### src/rtl/fet_align.sv
// rtl/fet_align.sv - halfword-aligning instruction fetch buffer between instruction SRAM and decode
module fet_align #(
  parameter logic [31:0] RESET_PC = 32'h0000_0000
) (
  input  logic        clk,
  input  logic        cpurst,
  input  logic        fet_stall,
  input  logic        redirect,
  input  logic [31:0] redirect_pc,
  input  logic [31:0] isram_rdata,
  input  logic        isram_rvalid,
  output logic        isram_cs,
  output logic [31:0] isram_addr,
  output logic [31:0] fetch_pc,
  output logic [31:0] rv32_instr_todec,
  output logic [15:0] rv16_instr_todec,
  output logic        fe2de_rv16,
  output logic        fetch_valid,
  output logic        cross_bd_ff
);

  // hw[0] is the oldest halfword; hcnt counts valid entries (0..4)
  logic [15:0] hw [4];
  logic [15:0] hn [4];
  logic [2:0]  hcnt;
  logic [2:0]  cnt_s;
  logic [2:0]  cnt_n;
  logic [31:0] faddr;
  logic        outstanding;
  logic        skip_lo;
  logic        is32;
  logic        consume;
  logic        resp;

  assign is32        = (hw[0][1:0] == 2'b11);
  assign fetch_valid = ~redirect & (((hcnt >= 3'd1) & ~is32) | ((hcnt >= 3'd2) & is32));
  assign consume     = fetch_valid & ~fet_stall;
  // a response only counts while its request is still live; stale ones after reset/redirect are dropped
  assign resp        = isram_rvalid & outstanding;

  assign isram_cs         = ~outstanding & (hcnt <= 3'd2) & ~redirect & ~cpurst;
  assign isram_addr       = faddr;
  assign rv16_instr_todec = hw[0];
  assign fe2de_rv16       = ~is32;
  assign rv32_instr_todec = is32 ? {hw[1], hw[0]} : {16'h0000, hw[0]};

  // next buffer contents: shift out the consumed instruction, then append the response behind what remains
  always_comb begin
    hn    = hw;
    cnt_s = hcnt;
    if (consume) begin
      if (is32) begin
        hn[0] = hw[2];
        hn[1] = hw[3];
        cnt_s = hcnt - 3'd2;
      end else begin
        hn[0] = hw[1];
        hn[1] = hw[2];
        hn[2] = hw[3];
        cnt_s = hcnt - 3'd1;
      end
    end
    cnt_n = cnt_s;
    if (resp) begin
      if (skip_lo) begin
        // fetch started at pc[1]=1: the low halfword of the first word precedes the target
        for (int i = 0; i < 4; i++) begin
          if (3'(i) == cnt_s) hn[i] = isram_rdata[31:16];
        end
        cnt_n = cnt_s + 3'd1;
      end else begin
        for (int i = 0; i < 4; i++) begin
          if (3'(i) == cnt_s)        hn[i] = isram_rdata[15:0];
          if (3'(i) == cnt_s + 3'd1) hn[i] = isram_rdata[31:16];
        end
        cnt_n = cnt_s + 3'd2;
      end
    end
  end

  // state update: reset, then redirect flush, then normal consume/append/issue
  always_ff @(posedge clk or posedge cpurst) begin
    if (cpurst) begin
      hw          <= '{default: 16'h0000};
      hcnt        <= 3'd0;
      outstanding <= 1'b0;
      skip_lo     <= 1'b0;
      cross_bd_ff <= 1'b0;
      fetch_pc    <= RESET_PC;
      faddr       <= RESET_PC & ~32'h3;
    end else if (redirect) begin
      hcnt        <= 3'd0;
      outstanding <= 1'b0;
      skip_lo     <= redirect_pc[1];
      cross_bd_ff <= 1'b0;
      fetch_pc    <= redirect_pc;
      faddr       <= {redirect_pc[31:2], 2'b00};
    end else begin
      hw   <= hn;
      hcnt <= cnt_n;
      if (consume) begin
        fetch_pc    <= fetch_pc + (is32 ? 32'd4 : 32'd2);
        cross_bd_ff <= is32 & fetch_pc[1];
      end
      if (isram_cs) begin
        outstanding <= 1'b1;
        faddr       <= faddr + 32'd4;
      end else if (resp) begin
        outstanding <= 1'b0;
      end
      if (resp) skip_lo <= 1'b0;
    end
  end

endmodule

### config.mk
export PLATFORM = sky130hd
export DESIGN_NAME = fet_align
export DESIGN_NICKNAME = d
export VERILOG_FILES = /design/src/rtl/fet_align.sv
export SDC_FILE = /design/constraint.sdc
export NUM_CORES = 1
export LEC_CHECK = 0
export ABC_AREA = 0
export CORE_ASPECT_RATIO = 1.4
export CORE_MARGIN = 2
export CORE_UTILIZATION = 49
export DETAILED_ROUTE_END_ITERATION = 12
export GPL_TIMING_DRIVEN = 0
export PLACE_DENSITY = 0.87
export RECOVER_POWER = 25
export REMOVE_ABC_BUFFERS = 1
export SYNTH_ARGS = -nofsm -noshare
export SYNTH_HDL_FRONTEND = slang
export SYNTH_SLANG_ARGS = --single-unit
### constraint.sdc
create_clock -name clk -period 3.9 [get_ports clk]
set_input_delay 0.39 -clock clk [delete_from_list [all_inputs] [get_ports clk]]
set_output_delay 0.39 -clock clk [all_outputs]
set_load 0.01 [all_outputs]
==> impl_metrics.py, run 1 <==
metrics = {
    "grt": {
        "grt_pass1_vias": 11900,
        "grt_pass1_wl_um": 62900,
        "overflow": 0,
        "grtUsageTotal_pct": 34.6,
        "antenna_found_initial": 1,
        "grt_max_degree": 76,
    },
    "sta": {
        "max_freq_ghz": 0.259,
        "worst_slew_pin_slew_ns": 2.67,
        "setup_violations": 0,
        "hold_viol": 0,
        "skew_ns": 0.0218,
        "slew-limit-headroom_pct": -79.3,
        "setup_ws_ns": 0.0411,
        "period_needed_ns": 3.86,
        "drv_slew": 58,
        "final.setup.tns_ns": 0,
        "whs_ns": 0.436,
        "fin_crit_sh_pct": 98.9,
    },
    "setup_path": {
        "r2r_slack_ns": 0.04,
        "crit-reg2reg-launch": "hcnt[1]",
        "r2r_end": "hw[42]",
        "crit_type": "reg2reg",
        "crit_path_start_kind": "register",
        "endpoint_kind": "register",
        "crit_arrival_ns": 4.12,
        "cp_max_fo": 29,
        "reg2reg_depth": 10,
        "required_ns": 4.16,
    },
    "worst_hold_path": {
        "min_to": "hcnt[0]",
        "worstHoldStart": "redirect",
        "holdPathStages": 2,
        "hold_class": "in2reg",
    },
    "die": {
        "dieArea_um2": 23100,
        "start_util_pct": 49.5,
        "rows": 64,
        "core-area_um2": 21600,
        "ios": 185,
        "die_x_um": 129,
        "die-height_um": 179,
    },
    "flow_run": {
        "drv_cap": 1,
    },
    "clocking": {
        "root_buffer": "clkbuf_16",
        "cts_tree": "done",
        "postCtsHoldBufs": 0,
        "cts_buffers": 17,
        "clkTransAtPathRegs_ns": 0.07,
        "cts_htree_levels": 4,
        "cts_buffer_depth": 2,
        "clock_latency_ns": 0.44,
        "clkSinkCount": 132,
    },
    "run_status": {
        "outcome": "finished with violations",
        "violations": "capacitance limit, slew limit",
    },
    "synth": {
        "yosysWarnings": 0,
        "synth_seq_area_share_pct": 30.9,
        "ys_types": 67,
        "syn_avg_cell_area_um2": 7.92,
        "yosys_register_bits": 132,
        "async_flop_share_pct": 100,
        "netlist_area_um2": 10700,
        "synth-edff-count": 0,
        "syn_inst": 1352,
        "synthFlopType": "dfrtp_1",
    },
    "placed_design": {
        "gp_congestion": 0.862,
        "portBuffers": 182,
        "dpl_cell_area_um2": 12600,
        "place_hpwl_um": 24400,
        "dpl_worst_slack_ns": -1.87,
    },
    "finish": {
        "fillers": 1780,
        "final_cell_area_um2": 13500,
        "drive_above_1_share_pct": 10.1,
        "syn2layout_area_growth_pct": 25.9,
        "final_nets": 1520,
    },
    "drt": {
        "drt_wl_total_um": 41400,
        "wl_met3_um": 5350,
        "route.detailed.drc": 0,
        "num_vias": 12800,
        "drt-initial-drc-count": 2517,
        "routed.top_layer": "met4",
        "viasPerCell": 7.43,
        "dr.pass1.iters": 8,
        "wl_per_cell_um": 24.1,
        "ant_nets": 0,
        "wl_met2_um": 18700,
        "wl_met1_um": 14100,
    },
    "power_and_ir_drop": {
        "power_density_nw_per_um2": 793,
        "vdd_ir_drop_max_mv": 0.634,
        "p_leak_uw": 0.00555,
    },
}
Yosys cell counts (9+ instances only):
cell type  instances  share of area [%]
a21oi_1          132                6.2
a221o_1           12                1.1
a221oi_1          31                2.5
a222oi_1          18                1.7
a22o_1            19                1.6
a22oi_1           18                1.3
a31oi_1           27                1.6
and3_1            34                2.0
buf_2             16               0.75
buf_4             34                2.4
clkbuf_1          96                3.4
dfrtp_1          132                 31
ha_1               9                1.1
inv_1             31                1.1
mux2_2            17                1.8
mux2i_1           53                5.0
nand2_1          176                6.2
nand3_1           70                3.3
nand3b_1          18                1.3
nand4_1           22                1.3
nor2_1            63                2.2
nor2b_1           21                1.2
nor3_1             9               0.42
o2111ai_1         18                1.5
o211ai_1          37                2.6
o21ai_0           87                4.1
o21ai_1           12               0.56
o221a_2           15                1.6
o311ai_0          24                2.0
or4_1             17                1.2
state kept, by name (all words and copies together), names as in the netlist:
name	flops
hw	48
fetch_pc	32
isram_addr	30
rv16_instr_todec	16
hcnt	3
cross_bd_ff	1
outstanding	1
skip_lo	1
cells by family (layout without fill, tap and decap cells):
| family | Yosys count | count (layout) | share of synthesized area (%) |
|---|---|---|---|
| AOI/OAI and AO/OA | 483 | 485 | 31.0 |
| muxes | 72 | 73 | 7.01 |
| other | 1 | 3 | 0.0350 |
| adders and majority gates | 10 | 10 | 1.24 |
| buffers and inverters | 187 | 285 | 8.29 |
| DFF | 132 | 132 | 30.9 |
| xor gates and xnor gates | 8 | 8 | 0.655 |
| and+or+nand+nor | 459 | 459 | 20.9 |
routing by layer:
metal	global-route usage [%]	vias to the layer above
met5	0	-
li1	-	5293
met2	55.7	1210
met4	23.6	0
met1	40.7	5892
met3	8.15	372
layout make-up:
cell class,count,area (um2),area share [%]
antenna,1,2.50,0.0186
clock buffer,19,453,3.36
clock inverter,13,181,1.35
inverter,31,121,0.900
multi-input combinational,1037,6750,50.1
sequential,132,3310,24.5
tap,264,330,2.45
timing repair buffer,221,2330,17.3
timing repair inverter,1,5.00,0.0371
cell usage in the layout, fill, tap and decap left out, types with 18 or more instances in the layout:
cell type,n
nand2_1,175
dfrtp_1,129
a221oi_1,31
o2111ai_1,18
a222oi_1,18
a22oi_1,18
nor2b_1,21
and3_1,33
nor2_1,56
a21oi_1,129
nand3_1,70
nand4_1,22
a22o_1,18
mux2i_1,52
o311ai_0,24
buf_4,19
inv_1,29
nand3b_1,18
a31oi_1,27
clkdlybuf4s50_1,180
o21ai_0,86
o211ai_1,37
worst max-delay path: stages, from the launching register on:
cell	delay, ns
dfrtp_1	0.58
inv_1	0.22
ha_1	0.23
nand2b_1	0.44
a311o_2	0.40
buf_16	0.21
mux2i_4	0.68
nor2_4	0.29
a22o_1	0.31
a22oi_1	0.19
a221oi_1	0.10
power by group:
group / leakage, uW / internal [uW] / switching, uW
registers: 0.00166 / 1780 / 678
clock network: 0.000297 / 1100 / 702
logic: 0.00360 / 2590 / 3840
stage by stage:
step                std cells  utilization [%]  power (uW)
floorplan                1197                -        5740
global placement         1643             55.9        7310
detailed placement       1663             58.1        8130
CTS                      1701             61.6       10100
global route             1718             62.3       11100
finish                   1719             62.3       10700
how the worst max path moves through the flow:
stage	to	start
6_report	hw[42]	hcnt[1]
5_1_grt	hw[16]	hcnt[1]
4_1_cts	hw[24]	hcnt[1]
3_5_place_dp	rv16_instr_todec[15]	rv16_instr_todec[1]
3_3_place_gp	hw[36]	redirect
2_1_floorplan	hw[33]	hcnt[1]
timing repair:
action | CTS | global route
cloned | 4 | 0
pin swaps | 4 | 4
setup endpoints to repair | 91 | 70
resized for setup | 17 | 6
buffers inserted | 2 | 17
Power figures use the tool's default switching activity.
==> run 2: changes to the inputs <==
--- a/config.mk
+++ b/config.mk
@@ -6,6 +6,7 @@
 export NUM_CORES = 1
 export LEC_CHECK = 0
 export ABC_AREA = 0
+export CAP_MARGIN = 5
 export CORE_ASPECT_RATIO = 1.4
 export CORE_MARGIN = 2
 export CORE_UTILIZATION = 49
==> run 2 against run 1 <==
Compared with the run above: the flow finishes with violations (DRC, capacitance limit, slew limit); sequential cell count unchanged; utilization about the same; design area about the same; global-route usage up 0.099 points; final cell count down 0.23%; combinational power about the same; count of clock-buffer cells in the layout unchanged.
==> impl_metrics.py, run 2 (same netlist as run 1, synthesis figures left out) <==
metrics = {
    "clocking": {
        "root_buffer": "clkbuf_16",
        "clkTransAtPathRegs_ns": 0.06,
        "cts_buffer_depth": 2,
        "cts_tree": "done",
        "clkSinkCount": 132,
        "clock_latency_ns": 0.44,
        "cts_htree_levels": 4,
        "cts_buffers": 17,
    },
    "setup_path": {
        "r2r_slack_ns": 0.06,
        "r2r_end": "rv16_instr_todec[1]",
        "crit_start": "hcnt[1]",
        "crit_type": "reg2reg",
        "crit_arrival_ns": 4.17,
        "crit_path_start_kind": "register",
        "cp_max_fo": 30,
        "required_ns": 4.23,
        "crit-reg2reg-launch": "hcnt[1]",
        "endpoint_kind": "register",
        "reg2reg_depth": 9,
    },
    "finish": {
        "fin_cells": 1715,
        "largest-register": "hw",
        "largest_reg_flops": 48,
        "diodes": 0,
        "final_nets": 1517,
        "final_common_cell": "clkdlybuf4s50_1",
        "syn2layout_area_growth_pct": 25.9,
        "drive_above_1_share_pct": 9.86,
        "final_cell_mix": "clkdlybuf4s50_1 (180), nand2_1 (175), a21oi_1 (130)",
    },
    "worst_hold_path": {
        "hold_class": "in2reg",
        "worstHoldStart": "redirect",
        "min_to": "hcnt[0]",
        "holdPathStages": 2,
    },
    "sta": {
        "period_needed_ns": 3.84,
        "max_freq_ghz": 0.260,
        "skew_ns": 0.0117,
        "drv_slew": 58,
        "setup_violations": 0,
        "hold_viol": 0,
        "setup_ws_ns": 0.0557,
        "worst_slew_pin_slew_ns": 2.68,
        "fin_crit_sh_pct": 98.6,
        "slew-limit-headroom_pct": -79.8,
        "final.setup.tns_ns": 0,
    },
    "drt": {
        "drt_wl_total_um": 41100,
        "viasPerCell": 7.35,
        "num_vias": 12600,
        "route.detailed.drc": 5,
        "ant_nets": 0,
        "wl_per_cell_um": 24.0,
        "drt-initial-drc-count": 2404,
        "dr.pass1.iters": 13,
    },
    "placed_design": {
        "dpl_worst_slack_ns": -1.86,
        "placed_cells": 1665,
        "portBuffers": 182,
        "place_hpwl_um": 24600,
        "gp_congestion": 0.862,
    },
    "power_and_ir_drop": {
        "power_density_nw_per_um2": 784,
        "p_leak_uw": 0.00554,
        "vdd_ir_drop_max_mv": 0.493,
    },
    "die": {
        "start_util_pct": 49.5,
        "ios": 185,
        "rows": 64,
        "dieArea_um2": 23100,
        "core-area_um2": 21600,
        "die_x_um": 129,
        "die-height_um": 179,
    },
    "grt": {
        "grt_max_degree": 76,
        "grt_pass1_vias": 11900,
        "grtUsageTotal_pct": 34.7,
        "grt_pass1_wl_um": 63100,
        "overflow": 0,
        "antenna_found_initial": 0,
    },
    "run_status": {
        "violations": "DRC, capacitance limit, slew limit",
        "outcome": "finished with violations",
    },
    "flow_run": {
        "drv_cap": 1,
    },
}
## run 2: through the flow
step / total power, uW / area (um2) / util (%) / hold slack, ns
after floorplan: 5740 / 9930 / - / 0.456
after global placement: 7310 / 12100 / 55.9 / 0.497
after detailed placement: 8140 / 12600 / 58.2 / 0.504
after CTS: 10100 / 13300 / 61.6 / 0.403
after global routing: 11000 / 13500 / 62.3 / 0.429
final: 10600 / 13500 / 62.3 / 0.430
## run 2: worst max path at each step
| stage | slack [ns] | cells after the start | to |
|---|---|---|---|
| after floorplan | -4.48 | 9 | hw[33] |
| after CTS | 0.01 | 11 | fetch_pc[30] |
| after global routing | -0.04 | 9 | rv16_instr_todec[0] |
| final | 0.06 | 9 | rv16_instr_todec[1] |
| after detailed placement | -1.86 | 9 | rv16_instr_todec[6] |
| after global placement | -11.00 | 8 | hw[36] |
## run 2: area by class of cell
class,count,area (um2)
repair buffers,218,2350
inverters,31,121
flip-flops and latches,132,3310
repair inverters,1,5.00
clock buffers,19,453
fillers,1775,8140
well taps,264,330
clock inverters,13,158
multi-input cells,1037,6760
## run 2: where the power goes
| group | switching (uW) | total, uW | internal, uW |
|---|---|---|---|
| clock network | 681 | 1720 | 1040 |
| logic | 3800 | 6390 | 2590 |
| registers | 679 | 2460 | 1780 |
## run 2: per-layer routing
layer	vias to the layer above	share of wire, %	global-route usage [%]	wire length [um]
li1	5286	-	-	-
met1	5823	34	40.8	13900
met2	1155	46	55.5	18700
met3	339	13	9.01	5370
met4	0	7.5	23.1	3090
met5	-	0	0	0
## run 2: worst max-delay path: stages, from the launching register on
cell and delay, ns:
dfrtp_1 0.55, inv_1 0.23, ha_1 0.23, nand2b_1 0.43
a21oi_1 0.30, a221oi_4 0.88, nand2b_4 0.54, mux2i_1 0.23
o2111ai_1 0.15, a21o_1 0.19
## run 2: timing repair
item                                    CTS  global route
setup buffers                             3            10
resized for setup                        17             7
hold buffers                              0             0
gates cloned                              4             0
hold endpoints to repair                  0             0
pin swaps                                 4             3
endpoints found under the setup margin   92            72
